$ cat src/rtl/mul_job_sched.sv
// Job scheduler for the matrix-multiply datapath. It queues operation descriptors, launches them
// one at a time, watches current_state for completion and reports a tag and error flag per job.
module mul_job_sched #(
    parameter int FIFO_DEPTH     = 4,
    parameter int TIMEOUT_CYCLES = 65535
) (
    input  logic                          clk,
    input  logic                          rst,
    // Handshake: a descriptor transfers on a rising edge where cmd_valid && cmd_ready are both high;
    // cmd_ready depends only on the registered occupancy, abort and rst, never on cmd_valid.
    input  logic                          cmd_valid,
    output logic                          cmd_ready,
    input  logic [2:0]                    cmd_mode,
    input  logic [31:0]                   cmd_left,
    input  logic [31:0]                   cmd_right,
    input  logic [31:0]                   cmd_addsrc,
    input  logic [31:0]                   cmd_save,
    input  logic [10:0]                   cmd_size,
    input  logic [3:0]                    cmd_tag,
    input  logic                          abort,
    output logic [2:0]                    mem_mode,
    output logic                          calc_init,
    output logic [31:0]                   BASE_ADDR_LEFT,
    output logic [31:0]                   BASE_ADDR_RIGHT,
    output logic [31:0]                   BASE_ADDR_ADDSRC,
    output logic [31:0]                   BASE_ADDR_SAVE,
    output logic [10:0]                   MATRIX_SIZE,
    input  logic [3:0]                    current_state,
    output logic                          done_valid,
    output logic [3:0]                    done_tag,
    output logic                          done_err,
    output logic                          busy,
    output logic [$clog2(FIFO_DEPTH):0]   fifo_count,
    output logic [2:0]                    dbg_state
);
    localparam int          PW  = $clog2(FIFO_DEPTH);
    localparam int          CW  = PW + 1;
    localparam logic [15:0] TMO = 16'(TIMEOUT_CYCLES);

    typedef struct packed {
        logic [2:0]  mode;
        logic [31:0] left;
        logic [31:0] right;
        logic [31:0] addsrc;
        logic [31:0] save;
        logic [10:0] size;
        logic [3:0]  tag;
    } desc_t;

    typedef enum logic [2:0] {
        S_IDLE, S_LAUNCH, S_WAIT_START, S_RUN, S_DONE
    } state_t;

    desc_t         fifo_mem [FIFO_DEPTH];
    desc_t         head, in_desc, cfg_q, cfg_d;
    logic [PW-1:0] wr_ptr_q, wr_ptr_d, rd_ptr_q, rd_ptr_d;
    logic [CW-1:0] count_q, count_d;
    state_t        state_q, state_d;
    logic [15:0]   wd_q, wd_d, wd_inc;
    logic          err_q, err_d, done_q, done_d, calc_q, calc_d;
    logic [2:0]    mode_q, mode_d;
    logic          push, pop, timeout, in_flight;

    assign in_desc   = '{mode: cmd_mode, left: cmd_left, right: cmd_right, addsrc: cmd_addsrc,
                         save: cmd_save, size: cmd_size, tag: cmd_tag};
    assign head      = fifo_mem[rd_ptr_q];
    assign cmd_ready = !rst && !abort && (count_q < CW'(FIFO_DEPTH));
    assign push      = cmd_valid && cmd_ready;
    assign in_flight = (state_q == S_LAUNCH) || (state_q == S_WAIT_START) || (state_q == S_RUN);

    // The watchdog saturates, and counts from the cycle after LAUNCH.
    assign wd_inc  = (wd_q == 16'hFFFF) ? wd_q : wd_q + 16'd1;
    assign timeout = (wd_inc >= TMO);

    always_comb begin
        state_d = state_q;
        cfg_d   = cfg_q;
        wd_d    = wd_q;
        err_d   = err_q;
        done_d  = 1'b0;
        pop     = 1'b0;
        if (abort) begin
            state_d = S_IDLE;
            if (in_flight) begin
                done_d = 1'b1;
                err_d  = 1'b1;
            end
        end else begin
            case (state_q)
                S_IDLE: begin
                    if ((count_q != '0) && (current_state == 4'd0)) begin
                        pop   = 1'b1;
                        cfg_d = head;
                        if ((head.mode != 3'd0) && (head.mode <= 3'd4)) begin
                            state_d = S_LAUNCH;
                        end else begin
                            state_d = S_DONE;
                            done_d  = 1'b1;
                            err_d   = 1'b1;
                        end
                    end
                end
                S_LAUNCH: begin
                    wd_d    = 16'd0;
                    state_d = S_WAIT_START;
                end
                S_WAIT_START: begin
                    wd_d = wd_inc;
                    if (current_state != 4'd0) begin
                        state_d = S_RUN;
                    end else if (timeout) begin
                        state_d = S_DONE;
                        done_d  = 1'b1;
                        err_d   = 1'b1;
                    end
                end
                S_RUN: begin
                    wd_d = wd_inc;
                    if (current_state == 4'd0) begin
                        state_d = S_DONE;
                        done_d  = 1'b1;
                        err_d   = 1'b0;
                    end else if (timeout) begin
                        state_d = S_DONE;
                        done_d  = 1'b1;
                        err_d   = 1'b1;
                    end
                end
                S_DONE:  state_d = S_IDLE;
                default: state_d = S_IDLE;
            endcase
        end
        // Datapath controls are registered, so they are derived from the next state.
        mode_d = ((state_d == S_LAUNCH) || (state_d == S_WAIT_START) || (state_d == S_RUN))
                 ? cfg_d.mode : 3'd0;
        calc_d = (state_d == S_LAUNCH);
    end

    always_comb begin
        wr_ptr_d = wr_ptr_q;
        rd_ptr_d = rd_ptr_q;
        count_d  = count_q;
        if (abort) begin
            wr_ptr_d = '0;
            rd_ptr_d = '0;
            count_d  = '0;
        end else begin
            if (push) wr_ptr_d = wr_ptr_q + 1'b1;
            if (pop)  rd_ptr_d = rd_ptr_q + 1'b1;
            count_d = count_q + CW'(push) - CW'(pop);
        end
    end

    always_ff @(posedge clk) begin
        if (push) fifo_mem[wr_ptr_q] <= in_desc;
    end

    always_ff @(posedge clk) begin
        if (rst) begin
            state_q  <= S_IDLE;
            cfg_q    <= '0;
            wd_q     <= '0;
            err_q    <= 1'b0;
            done_q   <= 1'b0;
            calc_q   <= 1'b0;
            mode_q   <= 3'd0;
            wr_ptr_q <= '0;
            rd_ptr_q <= '0;
            count_q  <= '0;
        end else begin
            state_q  <= state_d;
            cfg_q    <= cfg_d;
            wd_q     <= wd_d;
            err_q    <= err_d;
            done_q   <= done_d;
            calc_q   <= calc_d;
            mode_q   <= mode_d;
            wr_ptr_q <= wr_ptr_d;
            rd_ptr_q <= rd_ptr_d;
            count_q  <= count_d;
        end
    end

    assign mem_mode         = mode_q;
    assign calc_init        = calc_q;
    assign BASE_ADDR_LEFT   = cfg_q.left;
    assign BASE_ADDR_RIGHT  = cfg_q.right;
    assign BASE_ADDR_ADDSRC = cfg_q.addsrc;
    assign BASE_ADDR_SAVE   = cfg_q.save;
    assign MATRIX_SIZE      = cfg_q.size;
    assign done_valid       = done_q;
    assign done_tag         = cfg_q.tag;
    assign done_err         = err_q;
    assign busy             = in_flight;
    assign fifo_count       = count_q;
    assign dbg_state        = state_q;
endmodule

$ cat config.mk
export PLATFORM = sky130hd
export DESIGN_NAME = mul_job_sched
export DESIGN_NICKNAME = d
export VERILOG_FILES = /design/src/rtl/mul_job_sched.sv
export SDC_FILE = /design/constraint.sdc
export NUM_CORES = 1
export LEC_CHECK = 0
export ABC_AREA = 1
export CORE_MARGIN = 2
export CORE_UTILIZATION = 44
export DETAILED_ROUTE_END_ITERATION = 8
export DONT_BUFFER_PORTS = 1
export GPL_TIMING_DRIVEN = 0
export PLACE_DENSITY = 0.61
export SKIP_CTS_REPAIR_TIMING = 1
export SLEW_MARGIN = 40
export SYNTH_ARGS = -nofsm -noshare
export SYNTH_HDL_FRONTEND = slang
export SYNTH_SLANG_ARGS = --single-unit
$ cat constraint.sdc
create_clock -name clk -period 25.7 [get_ports clk]
set_input_delay 5.14 -clock clk [delete_from_list [all_inputs] [get_ports clk]]
set_output_delay 5.14 -clock clk [all_outputs]
set_load 0.01 [all_outputs]
; ---- After elaboration in Yosys (flattened, before gate mapping)
; Memory sizes are Yosys's and may differ from the RTL's. A register that Yosys moved wholly into a read port is not among the register bits.
; Index checks and enable logic that the tools add are counted.
; Widths: inputs -> output; s select.
[classes]
bitwise_logic = 2
reduce_logical = 24
n_lt_le_gt_ge = 3
n_eq_ne = 11
n_mux = 35
addsub = 5
[op_table]
columns = op, n
row1 = $mux 146, 3
row2 = $pmux 16 s2, 1
row3 = $mux 1, 19
row4 = $mux 3, 6
row5 = $add 16x1->16 const B, 1
row6 = $eq 16x16->1 const B, 1
row7 = $ge 16x16->1 const B, 1
row8 = $mux 16, 1
row9 = $eq 3x2->1 const B, 4
row10 = $pmux 3 s4, 1
row11 = $ne 3x3->1 const B, 3
row12 = $reduce_bool 4->1, 2
row13 = $eq 3x1->1 const B, 2
row14 = $pmux 1 s3, 2
row15 = $reduce_bool 3->1, 2
row16 = $reduce_or 2->1, 3
row17 = $logic_and 1x1->1, 5
row18 = $reduce_and 5->1, 1
row19 = $add 2x1->2 const B, 2
row20 = $logic_not 4->1, 1
row21 = $logic_or 1x1->1, 4
row22 = $mux 2, 2
row23 = $add 3x1->3, 1
row24 = $le 3x3->1 const B, 1
row25 = 9 further kinds, 11
[totals]
reg_bits = 178
mem_count = 1
word_cells = 97
ramBits = 584
inputBits = 154
[memory_table]
columns = memory, depth, word_bits, read_ports, rd_clocked_by_memory_dff, write_ports, line
row1 = fifo_mem, 4, 146, 1, 1, 1, 54  ; desc_t fifo_mem [FIFO_DEPTH];

; ---- Longest topological paths before layout
[depth]
depth_word = 12
depth_mapped = 15

; ---- Least setup slack after synthesis
; Ideal clock, no wire load.
[synth_timing]
path_kind = input to register
startpoint = in abort
endpoint = mem fifo_mem[0][0] in the netlist's numbering (enable)
setup_ns = 0.654
cell_stages = 5
setup_slack_ns = 13.118
t_arrival_ns = 11.928
n_path_buf = 0
cell_sequence = nor2_1 inv_1 nor2_1 nand2_1 nor2_1
[synth_between]
elab_chain_cells = 6
[synth_rtl]
columns = item, line
row1 = from (decl), 20  ; input logic abort,
row2 = $logic_not 1->1, 67  ; assign cmd_ready = !rst && !abort && (count_q < CW'(FIFO_DEPTH));
row3 = $logic_and 1x1->1 (2 in series), 67
row4 = net cmd_ready, 12  ; output logic cmd_ready,
row5 = $logic_and 1x1->1, 68  ; assign push = cmd_valid && cmd_ready;
row6 = $mux 1, 155  ; if (push) fifo_mem[wr_ptr_q] <= in_desc;
row7 = $mux 1 (implied by the code), 155
row8 = to (decl), 54
; The timed path passes the listed nets, and every way through them passes these cells.

; ---- Worst setup path in the final report
[layout_timing]
startpoint = in abort
endpoint = out cmd_ready
[layout_between]
elab_chain_cells = 3
[layout_rtl]
columns = item, line
row1 = $logic_not 1->1, 67
row2 = $logic_and 1x1->1 (2 in series), 67
row3 = to (decl), 12
; Every way passes these cells.

==> results.py <==
metrics = {
    "setup_path": {
        "reg2reg_depth": 15,
        "critPathKind": "primary input to primary output",
        "critPathCaptureType": "primary output",
        "crit_path_start": "abort",
        "reg2reg_to": "fifo_count[2]",
        "reg2reg_from": "dbg_state[2]",
        "arrival_ns": 6.10,
        "crit_end": "cmd_ready",
        "crit_required_ns": 20.56,
        "cp_cell_sequence": "nor2_1 > inv_1 > nor2_1",
        "critPathLaunchType": "primary input",
        "path_max_fanout": 5,
        "critical-path-top-cell-by-count": "nor2_1",
        "rrSetupSlack_ns": 22.11,
        "cp_slowest_stage_delay_ns": 0.51,
        "slowest_stage": "nor2_1",
    },
    "die": {
        "fp.coreArea_um2": 66100,
        "die_y_um": 262.9,
        "rows": 94,
        "ioPinCount": 311,
        "start_util_pct": 44.60,
        "fp.dieW_um": 262.9,
        "die_area_um2": 69090,
    },
    "placement": {
        "portBuffers": 0,
        "hpwlAfterDp_um": 51450,
        "globalplace.congestion": 0.8925,
        "postPlaceCellArea_um2": 31590,
    },
    "timing": {
        "worstMarginPinSlew_ns": 0.8279,
        "period_share_pct": 43.74,
        "setup_viol": 0,
        "hold_viol_final": 0,
        "rsz0062_at_grt": "no",
        "skew_ns": 0.02115,
        "fin_crit_ns": 11.24,
        "setup_tns_ns": 0,
        "fmax_mhz": 88.96,
        "relSlewSlack_pct": 44.81,
        "slew_viol_final": 0,
    },
    "route": {
        "drt-pass1-iter-count": 5,
        "vias": 19080,
        "first_iter_violations": 1385,
        "drt-total-wl_um": 78340,
        "ant_nets": 0,
        "drt_drc_violations_left": 0,
        "wl_per_cell_um": 22.07,
        "routed_via_density": 5.376,
    },
    "clock_network": {
        "root_buffer": "clkbuf_16",
        "clock_path_buffers": 3,
        "cts_tree": "built",
        "cts.sinks": 764,
        "clkTransAtPathRegs_ns": 0.06,
        "htree_levels": 3,
        "clock_latency_ns": 0.61,
        "numCtsBuffers": 81,
    },
    "yosys": {
        "synthDominantCellAreaShare_pct": 59.48,
        "synth_commonest_cells": "nor2_1, edfxtp_1, o21ai_0",
        "ys_seq_area_share_pct": 71.71,
        "yosys_most_used_dff": "edfxtp_1",
        "syn_nets": 2652,
        "synth_most_common_cell": "nor2_1",
        "synth_edf_count": 584,
        "ys_async_sr_fraction_pct": 0,
        "synth-warning-count": 0,
        "yosys.area.top_type": "edfxtp_1",
        "ys_ff_latch": 764,
        "avgSynthCellArea_um2": 11.84,
        "ys_types": 39,
        "netlist_instances": 2490,
        "synth.area.top_cells": "edfxtp_1, dfxtp_1, nor2_1",
        "syn_area_um2": 29480,
    },
    "power_and_ir_drop": {
        "p_leak_nw": 12.05,
        "pwr_density_cell_nw_per_um2": 73.47,
        "irDropWorstVdd_mv": 0.07977,
    },
    "layout": {
        "n_antenna_cell": 0,
        "num-nets-final": 2780,
        "nFillCells": 5686,
        "area_growth_pct": 16.12,
        "regArea_um2": 21140,
        "layout-drive-gt1-share_pct": 14.41,
        "multi_input_area_um2": 6538,
        "stdcell_area_um2": 34240,
    },
    "global_routing": {
        "overflow": 0,
        "grt_pass1_wl_um": 116100,
        "grt_max_degree": 18,
        "track_usage_pct": 22.26,
        "antenna_found_initial": 3,
        "grt_pass1_vias": 18830,
    },
    "run_status": {
        "outcome": "finished clean",
    },
    "job": {
        "maxCapViolCount": 0,
    },
    "worst_hold_path": {
        "hp-class": "register to register",
    },
}
==> placed cells by master (no fill, tap or decap), drive strengths merged <==
| master | netlist | final |
|---|---|---|
| o22ai | 1 | 1 |
| edfxtp | 584 | 584 |
| mux2i | 1 | 1 |
| o22a | 1 | 1 |
| xor2 | 7 | 7 |
| buf | 185 | 230 |
| or2 | 1 | 1 |
| a31oi | 143 | 143 |
| o31ai | 1 | 1 |
| ha | 7 | 7 |
| xnor2 | 4 | 4 |
| nand4 | 3 | 3 |
| o21a | 1 | 1 |
| nor3 | 3 | 3 |
| nor4 | 1 | 1 |
| dfxtp | 180 | 180 |
| nand2 | 98 | 98 |
| clkbuf | 106 | 220 |
| nand3 | 14 | 14 |
| clkinvlp | 0 | 5 |
| bufinv | 0 | 4 |
| a21oi | 30 | 30 |
| o21bai | 1 | 1 |
| inv | 39 | 44 |
| fa | 1 | 1 |
| o21ai | 449 | 449 |
| clkinv | 0 | 22 |
| nor2 | 629 | 629 |
==> routing by layer <==
metal	part of all wire (%)	track usage (%)	vias to the layer above
met4	2.6	6.425	0
li1	-	-	8925
met5	0	0	-
met2	49	38.22	671
met3	7.7	5.978	135
met1	40	27.65	9350
==> worst min path at each step <==
stage / start / end / slack [ns] / cells after the start
4_1_cts: rd_ptr_q[0] / register / 0.48 / 1
5_1_grt: rd_ptr_q[1] / register / 0.51 / 2
3_5_place_dp: rd_ptr_q[1] / rd_ptr_q[1] / 0.47 / 2
3_3_place_gp: rd_ptr_q[0] / register / 0.45 / 1
6_report: rd_ptr_q[1] / register / 0.47 / 2
2_1_floorplan: rd_ptr_q[1] / register / 0.44 / 2
==> worst max-delay path, delay by kind of cell <==
kind,cells,cell delay [ns]
buffers and inverters,1,0.19
AND/OR/NAND/NOR,2,0.78
==> metrics by stage <==
step	hold slack, ns	setup slack, ns	total power [W]	cells	utilization, %
2_1_floorplan	0.4356	13.12	0.001384	2490	-
3_3_place_gp	0.4502	6.478	0.001395	3354	46.24
3_5_place_dp	0.4674	14.50	0.001396	3399	47.79
4_1_cts	0.4791	14.50	0.002533	3549	51.79
5_1_grt	0.5065	14.37	0.002585	3549	51.79
6_report	0.4730	14.46	0.002515	3549	51.79
==> state kept, by name, summed over array words and instances, names as in the netlist, 2 cells and up, named ones only <==
signal            flops
BASE_ADDR_RIGHT      32
fifo_mem            584
rd_ptr_q              2
fifo_count            3
done_tag              4
wd_q                 16
wr_ptr_q              2
BASE_ADDR_ADDSRC     32
dbg_state             3
BASE_ADDR_SAVE       32
MATRIX_SIZE          11
cfg_q                 3
mem_mode              3
BASE_ADDR_LEFT       32
==> cell families after synthesis <==
family                   share of synthesized area [%]
multiplexers                                   0.03395
adder cells (fa/ha/maj)                         0.3650
flip-flops                                       71.71
XOR/XNOR                                        0.3268
AND/OR/NAND/NOR                                  10.03
buffers and inverters                            6.222
AO/OA/AOI/OAI                                    11.32
==> report_power, final <==
group	total, W	leakage (nW)	internal (W)	switching (W)
Combinational	0.0000292	4.03	0.00000957	0.0000196
Sequential	0.00134	6.73	0.00134	0.00000238
Clock	0.00115	1.30	0.000670	0.000476
==> layout make-up <==
| class | count | area share (%) |
|---|---|---|
| tap | 864 | 3.158 |
| multi-input combinational | 1396 | 19.10 |
| timing repair buffer | 45 | 2.876 |
| clock inverter | 36 | 1.012 |
| buffer | 291 | 4.956 |
| clock buffer | 114 | 6.725 |
| sequential | 764 | 61.75 |
| inverter | 39 | 0.4276 |
No activity file was read; power rests on OpenSTA's default activity.
==> patch 1, RTL diff (same flow settings) <==
The parameter `FIFO_DEPTH` goes from 4 to 8.
--- a/src/rtl/mul_job_sched.sv
+++ b/src/rtl/mul_job_sched.sv
@@ -3,3 +3,3 @@
 module mul_job_sched #(
-    parameter int FIFO_DEPTH     = 4,
+    parameter int FIFO_DEPTH     = 8,
     parameter int TIMEOUT_CYCLES = 65535
Interface: changed (resized fifo_count); port bits go from 311 to 312. The function was not compared with the original's and may differ.
==> patch 1 against the original RTL <==
Clock power grew 76%; final area increased by 78%; maximum frequency fell by 0.65%; wire length rose by 87%; clock skew shrank 1.1 ps; non-clock buffer count up 193; synthesized cell count is 55% higher; critical path depth is 1 higher; total power rose by 77%; first-iteration DRC count is 150% higher; worst setup slack worse by 74 ps; sequential cell count grew 588; area after synthesis up 78%.
==> patch 1: results <==
[min_path]
hold_start = rd_ptr_q[2]

[layout]
n_all_buffers = 529
insertedDiodeCount = 4
nMultiInputCombCells = 2048
seq_share_pct = 63.74
clkbuf_count = 191
nNetsFinal = 4286
largest_register_ffs = 1168
drive_above_1_share_pct = 14.15
bufAreaShareNonClock_pct = 6.663

[sta]
fmaxAchievable_ghz = 0.08837
fin_hold_ws_ps = 479.3

[setup_path]
rrSetupSlack_ps = 21820
crit_arrival_ps = 6180
path_max_fanout = 8

[global_route]
antenna_found_initial = 2
grt_pass1_vias = 31390
grt_max_degree = 19
track_usage_pct = 23.62

[clock_network]
cts_sinks = 1352
clkLatencyLatePin_ps = 750

[place]
gp_congestion = 0.8424
pre_cts_ws_ps = 14330

[logic_synthesis]
synth_common_cells = edfxtp_1, nor2_1, o21ai_0
synth_compound_area_share_pct = 12.17
synthMuxAreaShare_pct = 2.732
ys_types = 37

[routing]
drt_iter0_drc = 3406
num_vias = 32770

[outcome]
status = finished clean

[power_and_ir_drop]
power.density_nw_per_um2 = 73.27
[patch 1: cell count changes after synthesis, sizes merged, moves of 142 or more]
| cell | unedited run | this run |
|---|---|---|
| a31oi | 143 | 0 |
| a21oi | 30 | 173 |
| edfxtp | 584 | 1168 |
| mux2i | 1 | 143 |
| o21ai | 449 | 605 |
[patch 1: cells by family after synthesis]
logic type	count (synthesis)
flops	1352
compound gates	1073
simple gates	817
buf+inv	455
mux	143
fa+ha+maj	9
xor+xnor	6
[patch 1: power groups by stage]
stage                     combinational (mW)  clock (mW)  sequential, mW
final                                 0.0386        2.02            2.39
after global routing                  0.0417        2.14            2.39
after CTS                             0.0391        2.05            2.39
after detailed placement              0.0389           0            2.44
after global placement                0.0338           0            2.45
after floorplan                       0.0206           0            2.44
[patch 1: layer usage]
metal	vias to the layer above	share of wire, %	GRT usage, %	routed length, microns
met5	-	0	0	0
met1	16310	41	31.51	60120
met3	213	9.3	6.206	13560
li1	14910	-	-	-
met4	0	2.4	7.090	3502
met2	1332	47	37.96	69060
==> patch 2, RTL diff (same flow settings) <==
Made on the original files. `wd_q` no longer has a reset.
--- a/src/rtl/mul_job_sched.sv
+++ b/src/rtl/mul_job_sched.sv
@@ -161,3 +161,2 @@
             cfg_q    <= '0;
-            wd_q     <= '0;
             err_q    <= 1'b0;
@@ -172,3 +171,2 @@
             cfg_q    <= cfg_d;
-            wd_q     <= wd_d;
             err_q    <= err_d;
@@ -181,2 +179,6 @@
         end
+    end
+
+    always_ff @(posedge clk) begin
+        wd_q <= wd_d;
     end
Function: no difference found for any inputs over 4 cycles, from zero or initial values and one cycle with rst high; that may be too few to reach the edited logic, so the function may still have changed.
==> patch 2 against the original RTL <==
Synthesized cell count fell by 0.60%; sequential share of layout area is 0.19 points higher; area after synthesis up 0.80%; cell count is 0.31% lower; wire length fell by 0.56%; worst setup slack better by 230 ps; core utilization fell by 0.50 points; clock power is 3% lower; global-route usage is 0.38 points lower; sequential cell count is the same; total power down 1.3%; final area rose by 0.44%; largest cell class unchanged.
==> patch 2: results <==
[global_route]
grt_use_met3_pct = 6.907
grt_use_met1_pct = 27.16
antenna_found_initial = 1
use_met2_pct = 36.44
grt_pass1_vias = 18670
grt_pass1_wl_microns = 114700
track_usage_pct = 21.88

[clock_network]
cts_made_buffers = 80
cts-root-buf = clkbuf_16

[logic_synthesis]
synth_edf_count = 600
syn-num-nets = 2637
synth_common_cells = nor2_1, edfxtp_1, o21ai_0
synth_seq_area_share_pct = 71.67
syn_area_sq_um = 29720
synth.top_cells.by_area = edfxtp_1, dfxtp_1, nor2_1, o21ai_0, buf_4

[layout]
nMultiInputCombCells = 1372
area_delta_synth_final_pct = 15.71
n_all_buffers = 332
n_fill_cell = 5737
bufAreaShareNonClock_pct = 7.987
clkbuf_count = 107
multi_input_area_share_pct = 18.92
num-nonclk-inverters = 51
seq_share_pct = 61.94
clock_area_share_pct = 7.394
nNetsFinal = 2763
drive_above_1_share_pct = 16.32

[min_path]
hp-class = reg2reg

[routing]
routed-wl-met2_microns = 37620
vias_per_cell = 5.357
wl_met3_microns = 6906
drt_iter0_drc = 1662
post_drt_wl_per_cell_microns = 22.02

[sta]
worst_pin_slew_ps = 726.3
worst_slack_ps = 14690
fin_hold_ws_ps = 474.2
clock_skew_ps = 21.87

[power_and_ir_drop]
p_leak_nw = 12.29
swShare_pct = 19.83

[setup_path]
ff2ff_path_depth = 14
path_max_fanout = 6
r2r_start = fifo_count[1]
crit_arrival_ps = 5870
rrSetupSlack_ps = 22540

[place]
placed_cell_area_sq_um = 31840
dp_hpwl_microns = 51720
gp_congestion = 0.8404
dp.cells = 3392

[outcome]
status = finished clean
-- patch 2: cell types whose count changed in the layout (fill, tap and decap cells not counted), sizes merged, moves of 10 or more --
| cell | before | now |
|---|---|---|
| clkbuf | 220 | 179 |
| buf | 230 | 260 |
| dfxtp | 180 | 164 |
| edfxtp | 584 | 600 |
| nand2 | 98 | 84 |
| inv | 44 | 54 |
-- patch 2: cells by family (layout without fill, tap and decap cells) --
kind of cell | after synthesis | after routing | synth area share, %
AO/OA/AOI/OAI | 613 | 613 | 11.00
buffers and inverters | 339 | 529 | 6.555
AND/OR/NAND/NOR | 744 | 744 | 10.18
XOR/XNOR | 7 | 7 | 0.2316
flip-flops | 764 | 764 | 71.67
adder cells (fa/ha/maj) | 8 | 8 | 0.3621
-- patch 2: power groups by stage --
stage	sequential, mW	combinational [mW]	clock, mW
after floorplan	1.37	0.0155	0
after global placement	1.37	0.0228	0
after detailed placement	1.37	0.0279	0
after CTS	1.34	0.0279	1.13
after global routing	1.34	0.0305	1.18
final	1.34	0.0278	1.11
